$ cat src/rtl/sonar_serial_pkg.sv
// Shared constants, state encodings and helpers for the sonar serial receiver.
// Receiver frame: start, 7 data bits LSB first, odd parity, 2 stop bits.
package sonar_serial_pkg;

    localparam int unsigned DIVISOR_PADRAO = 434;

    localparam logic [6:0] ASCII_ZERO    = 7'h30;
    localparam logic [6:0] ASCII_NOVE    = 7'h39;
    localparam logic [6:0] ASCII_VIRGULA = 7'h2C;
    localparam logic [6:0] ASCII_HASH    = 7'h23;

    typedef enum logic [3:0] {
        RX_INICIAL         = 4'h0,
        RX_ESPERA_INICIO   = 4'h1,
        RX_CONFIRMA_INICIO = 4'h2,
        RX_DADOS           = 4'h3,
        RX_PARIDADE        = 4'h4,
        RX_PARADA1         = 4'h5,
        RX_PARADA2         = 4'h6
    } estado_rx_t;

    typedef enum logic [3:0] {
        P_ESPERA  = 4'h0,
        P_ANG1    = 4'h1,
        P_ANG2    = 4'h2,
        P_VIRGULA = 4'h3,
        P_DIST0   = 4'h4,
        P_DIST1   = 4'h5,
        P_DIST2   = 4'h6,
        P_DIST3   = 4'h7,
        P_FIM     = 4'h8
    } estado_parser_t;

    function automatic logic eh_digito(input logic [6:0] b);
        return (b >= ASCII_ZERO) && (b <= ASCII_NOVE);
    endfunction

endpackage

$ cat src/rtl/rx_serial_7o2.sv
// UART receiver for 7 data bits, odd parity, 2 stop bits.
// Emits a one-cycle byte_valido with the byte and its parity/stop status.
module rx_serial_7o2
    import sonar_serial_pkg::*;
#(
    parameter int unsigned DIVISOR     = DIVISOR_PADRAO,
    parameter int unsigned SYNC_STAGES = 2
) (
    input  logic       clock,
    input  logic       reset,
    input  logic       entrada_serial,
    output logic       byte_valido,
    output logic [6:0] dado,
    output logic       par_ok,
    output logic       stop_ok,
    output logic [3:0] db_estado_rx
);

    localparam int unsigned CW = $clog2(DIVISOR);
    localparam logic [CW-1:0] FIM_BIT  = CW'(DIVISOR - 1);
    localparam logic [CW-1:0] MEIO_BIT = CW'(DIVISOR / 2 - 1);

    logic [SYNC_STAGES-1:0] sync_q, sync_d;
    logic                   rx;
    logic                   rx_ant_q, rx_ant_d;
    estado_rx_t             estado_q, estado_d;
    logic [CW-1:0]          cnt_q, cnt_d;
    logic [2:0]             nbit_q, nbit_d;
    logic [6:0]             shift_q, shift_d;
    logic                   par_bit_q, par_bit_d;
    logic                   stop1_q, stop1_d;
    logic                   byte_valido_q, byte_valido_d;
    logic [6:0]             dado_q, dado_d;
    logic                   par_ok_q, par_ok_d;
    logic                   stop_ok_q, stop_ok_d;

    assign rx = sync_q[SYNC_STAGES-1];

    always_comb begin
        sync_d        = {sync_q[SYNC_STAGES-2:0], entrada_serial};
        rx_ant_d      = rx;
        estado_d      = estado_q;
        cnt_d         = cnt_q + 1'b1;
        nbit_d        = nbit_q;
        shift_d       = shift_q;
        par_bit_d     = par_bit_q;
        stop1_d       = stop1_q;
        byte_valido_d = 1'b0;
        dado_d        = dado_q;
        par_ok_d      = par_ok_q;
        stop_ok_d     = stop_ok_q;

        case (estado_q)
            RX_INICIAL: estado_d = RX_ESPERA_INICIO;
            RX_ESPERA_INICIO: begin
                if (rx_ant_q && !rx) begin
                    estado_d = RX_CONFIRMA_INICIO;
                    cnt_d    = '0;
                end
            end
            // A start bit that is high again at mid-bit is a glitch.
            RX_CONFIRMA_INICIO: begin
                if (cnt_q == MEIO_BIT) begin
                    cnt_d    = '0;
                    nbit_d   = '0;
                    estado_d = rx ? RX_ESPERA_INICIO : RX_DADOS;
                end
            end
            RX_DADOS: begin
                if (cnt_q == FIM_BIT) begin
                    cnt_d   = '0;
                    shift_d = {rx, shift_q[6:1]};
                    nbit_d  = nbit_q + 3'd1;
                    if (nbit_q == 3'd6) estado_d = RX_PARIDADE;
                end
            end
            RX_PARIDADE: begin
                if (cnt_q == FIM_BIT) begin
                    cnt_d     = '0;
                    par_bit_d = rx;
                    estado_d  = RX_PARADA1;
                end
            end
            RX_PARADA1: begin
                if (cnt_q == FIM_BIT) begin
                    cnt_d    = '0;
                    stop1_d  = rx;
                    estado_d = RX_PARADA2;
                end
            end
            RX_PARADA2: begin
                if (cnt_q == FIM_BIT) begin
                    cnt_d         = '0;
                    byte_valido_d = 1'b1;
                    dado_d        = shift_q;
                    par_ok_d      = ^{shift_q, par_bit_q};
                    stop_ok_d     = stop1_q;
                    estado_d      = RX_ESPERA_INICIO;
                end
            end
            default: estado_d = RX_INICIAL;
        endcase
    end

    always_ff @(posedge clock) begin
        if (!reset) begin
            sync_q        <= '1;
            rx_ant_q      <= 1'b1;
            estado_q      <= RX_INICIAL;
            cnt_q         <= '0;
            nbit_q        <= '0;
            shift_q       <= '0;
            par_bit_q     <= 1'b0;
            stop1_q       <= 1'b0;
            byte_valido_q <= 1'b0;
            dado_q        <= '0;
            par_ok_q      <= 1'b0;
            stop_ok_q     <= 1'b0;
        end else begin
            sync_q        <= sync_d;
            rx_ant_q      <= rx_ant_d;
            estado_q      <= estado_d;
            cnt_q         <= cnt_d;
            nbit_q        <= nbit_d;
            shift_q       <= shift_d;
            par_bit_q     <= par_bit_d;
            stop1_q       <= stop1_d;
            byte_valido_q <= byte_valido_d;
            dado_q        <= dado_d;
            par_ok_q      <= par_ok_d;
            stop_ok_q     <= stop_ok_d;
        end
    end

    assign byte_valido  = byte_valido_q;
    assign dado         = dado_q;
    assign par_ok       = par_ok_q;
    assign stop_ok      = stop_ok_q;
    assign db_estado_rx = estado_q;

endmodule

$ cat src/rtl/sonar_receptor_serial.sv
// Sonar link receiver: parses "aaa,dddd#" frames into BCD angle/distance
// and commits them atomically with a one-cycle pronto strobe.
module sonar_receptor_serial
    import sonar_serial_pkg::*;
#(
    parameter int unsigned DIVISOR     = DIVISOR_PADRAO,
    parameter int unsigned SYNC_STAGES = 2
) (
    input  logic        clock,
    input  logic        reset,
    input  logic        entrada_serial,
    output logic [11:0] angulo,
    output logic [15:0] distancia,
    output logic        pronto,
    output logic        erro_paridade,
    output logic        erro_quadro,
    output logic [3:0]  db_estado,
    output logic [3:0]  db_estado_rx,
    output logic [6:0]  db_dado
);

    logic       byte_valido;
    logic [6:0] dado;
    logic       par_ok;
    logic       stop_ok;
    logic       digito;

    rx_serial_7o2 #(
        .DIVISOR     (DIVISOR),
        .SYNC_STAGES (SYNC_STAGES)
    ) u_rx (
        .clock          (clock),
        .reset          (reset),
        .entrada_serial (entrada_serial),
        .byte_valido    (byte_valido),
        .dado           (dado),
        .par_ok         (par_ok),
        .stop_ok        (stop_ok),
        .db_estado_rx   (db_estado_rx)
    );

    estado_parser_t estado_q, estado_d;
    logic [11:0]    ang_sh_q, ang_sh_d;
    logic [15:0]    dist_sh_q, dist_sh_d;
    logic [11:0]    angulo_q, angulo_d;
    logic [15:0]    distancia_q, distancia_d;
    logic           pronto_q, pronto_d;
    logic           erro_paridade_q, erro_paridade_d;
    logic           erro_quadro_q, erro_quadro_d;
    logic           rejeita;

    assign digito = eh_digito(dado);

    always_comb begin
        estado_d        = estado_q;
        ang_sh_d        = ang_sh_q;
        dist_sh_d       = dist_sh_q;
        angulo_d        = angulo_q;
        distancia_d     = distancia_q;
        pronto_d        = 1'b0;
        erro_paridade_d = 1'b0;
        erro_quadro_d   = 1'b0;
        rejeita         = 1'b0;

        if (byte_valido) begin
            // Line-level errors discard the frame even in ESPERA.
            if (!par_ok || !stop_ok) begin
                erro_paridade_d = !par_ok;
                erro_quadro_d   = !stop_ok;
                estado_d        = P_ESPERA;
            end else begin
                case (estado_q)
                    P_ESPERA: begin
                        if (digito) begin
                            ang_sh_d[11:8] = dado[3:0];
                            estado_d       = P_ANG1;
                        end
                    end
                    P_ANG1: begin
                        if (digito) begin
                            ang_sh_d[7:4] = dado[3:0];
                            estado_d      = P_ANG2;
                        end else rejeita = 1'b1;
                    end
                    P_ANG2: begin
                        if (digito) begin
                            ang_sh_d[3:0] = dado[3:0];
                            estado_d      = P_VIRGULA;
                        end else rejeita = 1'b1;
                    end
                    P_VIRGULA: begin
                        if (dado == ASCII_VIRGULA) estado_d = P_DIST0;
                        else rejeita = 1'b1;
                    end
                    P_DIST0: begin
                        if (digito) begin
                            dist_sh_d[15:12] = dado[3:0];
                            estado_d         = P_DIST1;
                        end else rejeita = 1'b1;
                    end
                    P_DIST1: begin
                        if (digito) begin
                            dist_sh_d[11:8] = dado[3:0];
                            estado_d        = P_DIST2;
                        end else rejeita = 1'b1;
                    end
                    P_DIST2: begin
                        if (digito) begin
                            dist_sh_d[7:4] = dado[3:0];
                            estado_d       = P_DIST3;
                        end else rejeita = 1'b1;
                    end
                    P_DIST3: begin
                        if (digito) begin
                            dist_sh_d[3:0] = dado[3:0];
                            estado_d       = P_FIM;
                        end else rejeita = 1'b1;
                    end
                    P_FIM: begin
                        if (dado == ASCII_HASH) begin
                            angulo_d    = ang_sh_q;
                            distancia_d = dist_sh_q;
                            pronto_d    = 1'b1;
                            estado_d    = P_ESPERA;
                        end else rejeita = 1'b1;
                    end
                    default: estado_d = P_ESPERA;
                endcase
                if (rejeita) begin
                    erro_quadro_d = 1'b1;
                    estado_d      = P_ESPERA;
                end
            end
        end
    end

    always_ff @(posedge clock) begin
        if (!reset) begin
            estado_q        <= P_ESPERA;
            ang_sh_q        <= '0;
            dist_sh_q       <= '0;
            angulo_q        <= '0;
            distancia_q     <= '0;
            pronto_q        <= 1'b0;
            erro_paridade_q <= 1'b0;
            erro_quadro_q   <= 1'b0;
        end else begin
            estado_q        <= estado_d;
            ang_sh_q        <= ang_sh_d;
            dist_sh_q       <= dist_sh_d;
            angulo_q        <= angulo_d;
            distancia_q     <= distancia_d;
            pronto_q        <= pronto_d;
            erro_paridade_q <= erro_paridade_d;
            erro_quadro_q   <= erro_quadro_d;
        end
    end

    assign angulo        = angulo_q;
    assign distancia     = distancia_q;
    assign pronto        = pronto_q;
    assign erro_paridade = erro_paridade_q;
    assign erro_quadro   = erro_quadro_q;
    assign db_estado     = estado_q;
    assign db_dado       = dado;

endmodule

$ cat config.mk
export PLATFORM = sky130hd
export DESIGN_NAME = sonar_receptor_serial
export DESIGN_NICKNAME = d
export VERILOG_FILES = /design/src/rtl/sonar_serial_pkg.sv /design/src/rtl/rx_serial_7o2.sv /design/src/rtl/sonar_receptor_serial.sv
export SDC_FILE = /design/constraint.sdc
export NUM_CORES = 1
export LEC_CHECK = 0
export BUFFER_PORTS_ARGS = -buffer_cell sky130_fd_sc_hd__buf_4
export CAP_MARGIN = 20
export CORE_AREA = 2 2 95 97
export CTS_CLUSTER_SIZE = 14
export DETAILED_ROUTE_END_ITERATION = 10
export DIE_AREA = 0 0 97 99
export HOLD_SLACK_MARGIN = 0.15
export PLACE_DENSITY_LB_ADDON = 0.08
export SETUP_SLACK_MARGIN = 0.02
export SYNTH_ARGS = -nofsm -noshare
export SYNTH_HDL_FRONTEND = slang
export SYNTH_SLANG_ARGS = --single-unit
$ cat constraint.sdc
create_clock -name clock -period 2.2 [get_ports clock]
set_clock_uncertainty 0.2 [all_clocks]
set_input_delay 0.66 -clock clock [delete_from_list [all_inputs] [get_ports clock]]
set_output_delay 0.66 -clock clock [all_outputs]
set_load 0.05 [all_outputs]
# After elaboration in Yosys (flattened, before gate mapping)
# Cells that the tools add are included.
[word_totals]
ff_bits = 101
in_bits = 3
output_inout_bits = 46
word_cells = 137
[op_classes]
n_addsub = 2
n_lt_le_gt_ge = 2
eq_ne = 35
muxes = 38
bitwise = 4
n_reduce_logical = 31
[op_table]
columns = ["op", "n"]
rows = [
  ["4-bit two-way mux", 18],
  ["4-bit inequality test, second input constant", 9],
  ["4-bit one-hot mux with 9 select lines", 1],
  ["4-bit AND reduction", 8],
  ["4-bit by 3-bit == test with 1-bit output, second input constant", 7],
  ["4-bit one-hot mux with 7 select lines", 1],
  ["9-bit two-way mux", 3],
  ["9-bit one-hot mux with 3 select lines", 1],
  ["4-bit by 2-bit == test with 1-bit output, second input constant", 4],
  ["7-bit by 6-bit == test with 1-bit output, second input constant", 2],
  ["2-bit by 1-bit inequality test with 1-bit output, second input constant", 7],
  ["2-bit AND reduction", 6],
  ["10-bit AND reduction", 1],
  ["9-bit by 1-bit adder with 9-bit output, second input constant", 1],
  ["9-bit by 8-bit == test with 1-bit output, second input constant", 1],
  ["9-bit == test, second input constant", 1],
  ["1-bit two-way mux", 9],
  ["4-bit by 1-bit == test with 1-bit output, second input constant", 2],
  ["4-bit zero test", 2],
  ["4-bit OR reduction", 2],
  ["8-bit XOR reduction", 1],
  ["7-bit by 6-bit greater-or-equal comparator with 1-bit output, second input constant", 1],
  ["7-bit by 6-bit <= comparator with 1-bit output, second input constant", 1],
  ["7-bit AND reduction", 1],
  ["other kinds (14)", 22],
]

# Depth between registers and ports, before layout
[depth]
word_depth = 8
mapped_depth = 7
depth_no_buf = 6

# Modules after synthesis
# From an unflattened synthesis, not the netlist that was laid out.
[unflattened]
cells_unflattened = 450
area_unflattened_um2 = 4362.9
[by_module_without_submodules]
columns = ["mod", "n_inst", "cells_each", "area_per_inst_um2", "seq_area_each_um2"]
rows = [
  ["sonar_receptor_serial", 1, 258, 2529.9, 1261.2],
  ["rx_serial_7o2", 1, 192, 1833.0, 740.7],
]

# Worst setup path before layout
# OpenSTA, ideal clock, no wires.
[synth_path]
path_type = "register -> register"
start = "register estado_q[2], in the netlist db_estado[2]"
end = "register angulo_q[10], in the netlist angulo[10]"
setup_time_ps = 128
arrival_ps = 1891
required_ps = 1872
setup_slack_ps = -19
path_stages_with_launch = 8
n_path_buf = 3
period_less_slack_ps = 2219
cell_sequence = "dfxtp_1 > buf_2 > or4b_1 > nand4b_4 > buf_6 > buf_6 > mux2i_1 > nor2_1"
[synth_between]
elab_chain_cells = 2
[synth_rtl]
columns = ["item", "line_no", "rtl"]
rows = [
  ["start, declared", "sonar_receptor_serial.sv:42", "estado_parser_t estado_q, estado_d;"],
  ["start signal, assigned", "sonar_receptor_serial.sv:148", "estado_q <= estado_d;"],
  ["4-bit == test", "sonar_receptor_serial.sv:72", "case (estado_q)"],
  ["4-bit AND reduction (no line)", "-", ""],
  ["end signal, assigned", "sonar_receptor_serial.sv:151", "angulo_q <= angulo_d;"],
  ["end, declared", "sonar_receptor_serial.sv:45", "logic [11:0] angulo_q, angulo_d;"],
]
# No other way between the ends.
# A chain may end at the register's enable or synchronous reset.

# Final worst setup path
[layout_path]
start = "register u_rx.estado_q[0], in the netlist u_rx.db_estado_rx[0]"
end = "output port db_estado_rx[0]"
[layout_lines]
columns = ["item", "line_no", "rtl"]
rows = [
  ["start, declared", "rx_serial_7o2.sv:26", "estado_rx_t estado_q, estado_d;"],
  ["start signal, assigned", "rx_serial_7o2.sv:122", "estado_q <= estado_d;"],
  ["end, declared", "sonar_receptor_serial.sv:18", "output logic [3:0] db_estado_rx,"],
]
# No word-level cell between the ends.

==> reports/qor.csv <==
stage,metric,value,unit
detailed_routing,per-cell via count in the routed design,5.205,
worst_setup_path,maximum fanout along the worst path,13,
die,Die Ht,99,um
final_layout,layout cells sized above 1,18.28,%
die,top-level I/O count,49,
synth,share of the yosys chip area belonging to registers,48.28,%
global_route,number of global-route vias before repair,2866,
timing,final-report hold violation count,0,
synth,most common library cells after synthesis,"sky130_fd_sc_hd__dfxtp_1 (100), sky130_fd_sc_hd__mux2i_1 (73), sky130_fd_sc_hd__nor2_1 (70)",
synth,number of synthesis warnings,0,
detailed_routing,met3 WL post-DR,377,um
power_and_ir_drop,worst-case vdd ir drop,0.0003599,V
clock_tree,CTS sink count,100,
worst_setup_path,Critical R2R Launch,u_rx.dado[2],
hold_path,endpoint of the worst hold-timing path,u_rx.sync_q[1],
clock_tree,number of clock buffers inserted by TritonCTS,9,
worst_setup_path,number of cells on the worst reg-to-reg path,4,
final_layout,final antenna diode count,0,
clock_tree,Clk Tree Root Cell,sky130_fd_sc_hd__clkbuf_8,
synth,top cell type by total area after synthesis,sky130_fd_sc_hd__dfxtp_1,
worst_setup_path,startpoint of the worst setup timing path,u_rx.db_estado_rx[0],
detailed_routing,Final ANT Viol Nets,0,
die,initial cell density of the core,48.49,%
die,Core Region,8551,um2
clock_tree,clock-pin slew reported for the worst setup and hold paths after clock tree synthesis,0.09,ns
synth,"count leader, synth",sky130_fd_sc_hd__dfxtp_1,
clock_tree,CTS tree,built,
placement,half-perimeter wire length after placement,5806,um
power_and_ir_drop,reported net switching power,829.9,uW
placement,post-placement setup slack,0.1524,ns
die,number of cell rows,34,
worst_setup_path,"Cell Chain, Critical Path",buf_4,
synth,Yosys top cell area share,48.28,%
worst_setup_path,cell with the biggest individual delay on the critical path,sky130_fd_sc_hd__dfxtp_1,
outcome,run status,"finished, final reports clean",
detailed_routing,DRC violation count after routing,0,
timing,endpoints failing setup,0,
detailed_routing,detailed-routing iteration count for the pre-antenna-repair pass,4,
worst_setup_path,kind of launch point of the worst setup path,register,
detailed_routing,detailed-routed wire length on met2,3565,um
placement,weighted congestion reported at the end of routability-driven placement,0.7919,
worst_setup_path,Worst Setup Path Type,register to primary output,
worst_setup_path,maximum cell stage delay along the critical path,0.56,ns
job,Max-Cap Viols,0,
timing,final-report max-slew violation count,0,
hold_path,path category of the worst min-delay check,register to register,
power_and_ir_drop,Clock Power Share,34.0,%
detailed_routing,uppermost routed layer,met4,
timing,Final Critical Period,2.040,ns
final_layout,nets@finish,479,
global_route,grt ovf,0,
clock_tree,clock network latency to the later pin of the worst-skew pair,0.36,ns
global_route,Global Route Usage Sum,17.71,%
synth,number of enable-type register cells in the synthesized netlist,0,
power_and_ir_drop,leak pwr,2.206,nW
worst_setup_path,required time at the endpoint of the critical path,1.34,ns
synth,#FFs+latches synth,100,
synth,"Avg Cell Area, Syn",9.756,um2
hold_path,depth of the worst hold-timing path,1,
power_and_ir_drop,Net Sw Frac,26.23,%
power_and_ir_drop,relative contribution of combinational cells to total power,6.8,%
synth,leading register cell type out of synthesis,sky130_fd_sc_hd__dfxtp_1,
power_and_ir_drop,internal power consumption,2.335,mW
global_route,maximum number of pins on one net before global-route repair,30,
worst_setup_path,Worst setup EP type,primary output,
placement,Port Buf Inserts,47,
timing,ratio of final minimum period to clock period,92.71,%
timing,Final Worst Setup Slack,0.1604,ns
synth,biggest area contributors in the synthesized netlist,"sky130_fd_sc_hd__dfxtp_1 (48%), sky130_fd_sc_hd__mux2i_1 (18%), sky130_fd_sc_hd__nor2_1 (6.3%)",
die,total die area,9603,um2
clock_tree,H-tree lvl count,3,
synth,ys async rst share,0,%
detailed_routing,WL met1,4247,um
power_and_ir_drop,cell area power density,656.4,nW/um2
clock_tree,deepest clock path buffer count,2,
detailed_routing,number of vias after detailed routing,3040,
synth,synthesized net count,433,
synth,count of mapped cells out of synthesis,425,
worst_setup_path,FF-to-FF setup slack,0.20,ns
final_layout,Syn-to-layout area delta,16.26,%
worst_setup_path,Worst Path Buf+Inv,1,
power_and_ir_drop,share of total power in sequential cells,59.1,%
placement,Cell Count Post-Placement,568,
worst_setup_path,crit-path leading delay family,flip-flops,
global_route,first-pass GRT wire length,13950,um
detailed_routing,WL/cell,14.21,um
synth,number of distinct standard cells referenced by the synthesized netlist,49,
detailed_routing,Routed WL,8301,um
timing,Max Freq,490.3,MHz
detailed_routing,violation count after the first detailed-route iteration,102,
global_route,initial antenna violation count,0,
final_layout,final core utilization,56.38,%
timing,RSZ-0062 raised after global routing,false,
worst_setup_path,Crit path arrival time,1.18,ns
die,die boundary width,97,um
timing,final-layout setup total negative slack,0,ns
hold_path,hold_sp,u_rx.sync_q[0],
worst_setup_path,critical register-to-register path endpoint,dist_sh_q[4],
final_layout,Final Instance Count excl. Fillers,584,
synth,netlist area before placement,4146,um2
## per-stage QoR
step,hold slack (ns),instance area [um2],total power [mW]
6_report,0.2155,4821,3.165
5_1_grt,0.2356,4821,3.287
4_1_cts,0.2183,4812,3.198
3_5_place_dp,0.1956,4636,2.129
3_3_place_gp,0.1875,4636,2.128
2_1_floorplan,0.1863,4159,2.080
## layer usage
metal,GRT usage (%),vias up
li1,-,1531
met1,25.35,1439
met2,27.03,61
met3,3.050,9
met4,6.392,0
met5,0,-
## worst register-to-register path, stage by stage (launching register included)
cell and delay, ns:
sky130_fd_sc_hd__dfxtp_1 0.40, sky130_fd_sc_hd__o21a_1 0.28, sky130_fd_sc_hd__nor3_1 0.44, sky130_fd_sc_hd__and4_1 0.41
sky130_fd_sc_hd__mux2i_1 0.21
## state kept, by name, indices dropped and copies added, names as in the netlist, 2 cells and up
register,flops
dist_sh_q,16
db_estado,4
distancia,16
u_rx.sync_q,2
u_rx.db_estado_rx,3
u_rx.nbit_q,3
angulo,12
u_rx.cnt_q,9
ang_sh_q,12
u_rx.dado,7
u_rx.shift_q,7
## cell type report
| class | count | area [um2] |
|---|---|---|
| Clock buffer | 10 | 127.6 |
| Inverter | 10 | 37.54 |
| Multi-Input combinational cell | 288 | 1987 |
| Sequential cell | 100 | 2007 |
| Fill cell | 784 | 3730 |
| Timing Repair Buffer | 62 | 478.0 |
| Clock inverter | 6 | 48.80 |
| Tap cell | 108 | 135.1 |
## power by group through the flow
stage               logic (mW)  registers, mW  clock network, mW
detailed placement       0.217           1.91                  0
CTS                      0.217           1.87               1.11
global placement         0.214           1.91                  0
finish                   0.216           1.87               1.08
floorplan                0.153           1.93                  0
global route             0.241           1.88               1.17
## worst max path at each step
| stage | cells past startpoint | end | slack, ns |
|---|---|---|---|
| floorplan | 5 | ang_sh_q[7] | 0.05 |
| global placement | 4 | ang_sh_q[5] | 0.22 |
| detailed placement | 4 | ang_sh_q[6] | 0.15 |
| CTS | 4 | ang_sh_q[5] | 0.13 |
| global route | 4 | dist_sh_q[2] | 0.08 |
| finish | 1 | db_estado_rx[0] | 0.16 |
## layout by cell type, fill, tap and decap left out, drive strengths merged, types with 2 or more instances in the layout
master | netlist | layout
xnor2 | 13 | 13
clkbuf | 16 | 10
inv | 9 | 11
nand2b | 5 | 5
a21boi | 2 | 2
nor4bb | 2 | 2
buf | 11 | 62
and3 | 6 | 6
o41ai | 3 | 3
o21a | 3 | 3
clkinvlp | 0 | 2
nand3b | 3 | 3
nor3 | 3 | 3
nor3b | 2 | 2
o21ai | 3 | 3
a211oi | 2 | 2
nor4 | 2 | 2
nor2b | 5 | 5
dfxtp | 100 | 100
o221a | 2 | 2
clkinv | 1 | 3
nand4bb | 2 | 2
nor2 | 70 | 70
nand4b | 3 | 3
mux2i | 73 | 73
nand4 | 5 | 5
ha | 5 | 5
or4 | 2 | 2
nand2 | 40 | 40
nand3 | 4 | 4
and4b | 2 | 2
a21oi | 9 | 9
xor2 | 5 | 5
## logic make-up (layout without fill, tap and decap cells)
kind of cell             Yosys count  count (layout)  synth area share, %
buffers and inverters             37              88                4.164
flip-flops                       100             100                48.28
AO/OA/AOI/OAI                     30              30                5.160
AND/OR/NAND/NOR                  161             161                19.37
adder cells (fa/ha/maj)            5               5                1.509
multiplexers                      73              73                17.62
other                              1               1              0.09044
XOR/XNOR                          18              18                3.802
## timing repair
item	in CTS	in global routing
resized for setup	0	1
buffers inserted	0	0
endpoints found under the setup margin	0	6
hold buffers	0	0
(Power assumes the default switching activity.)
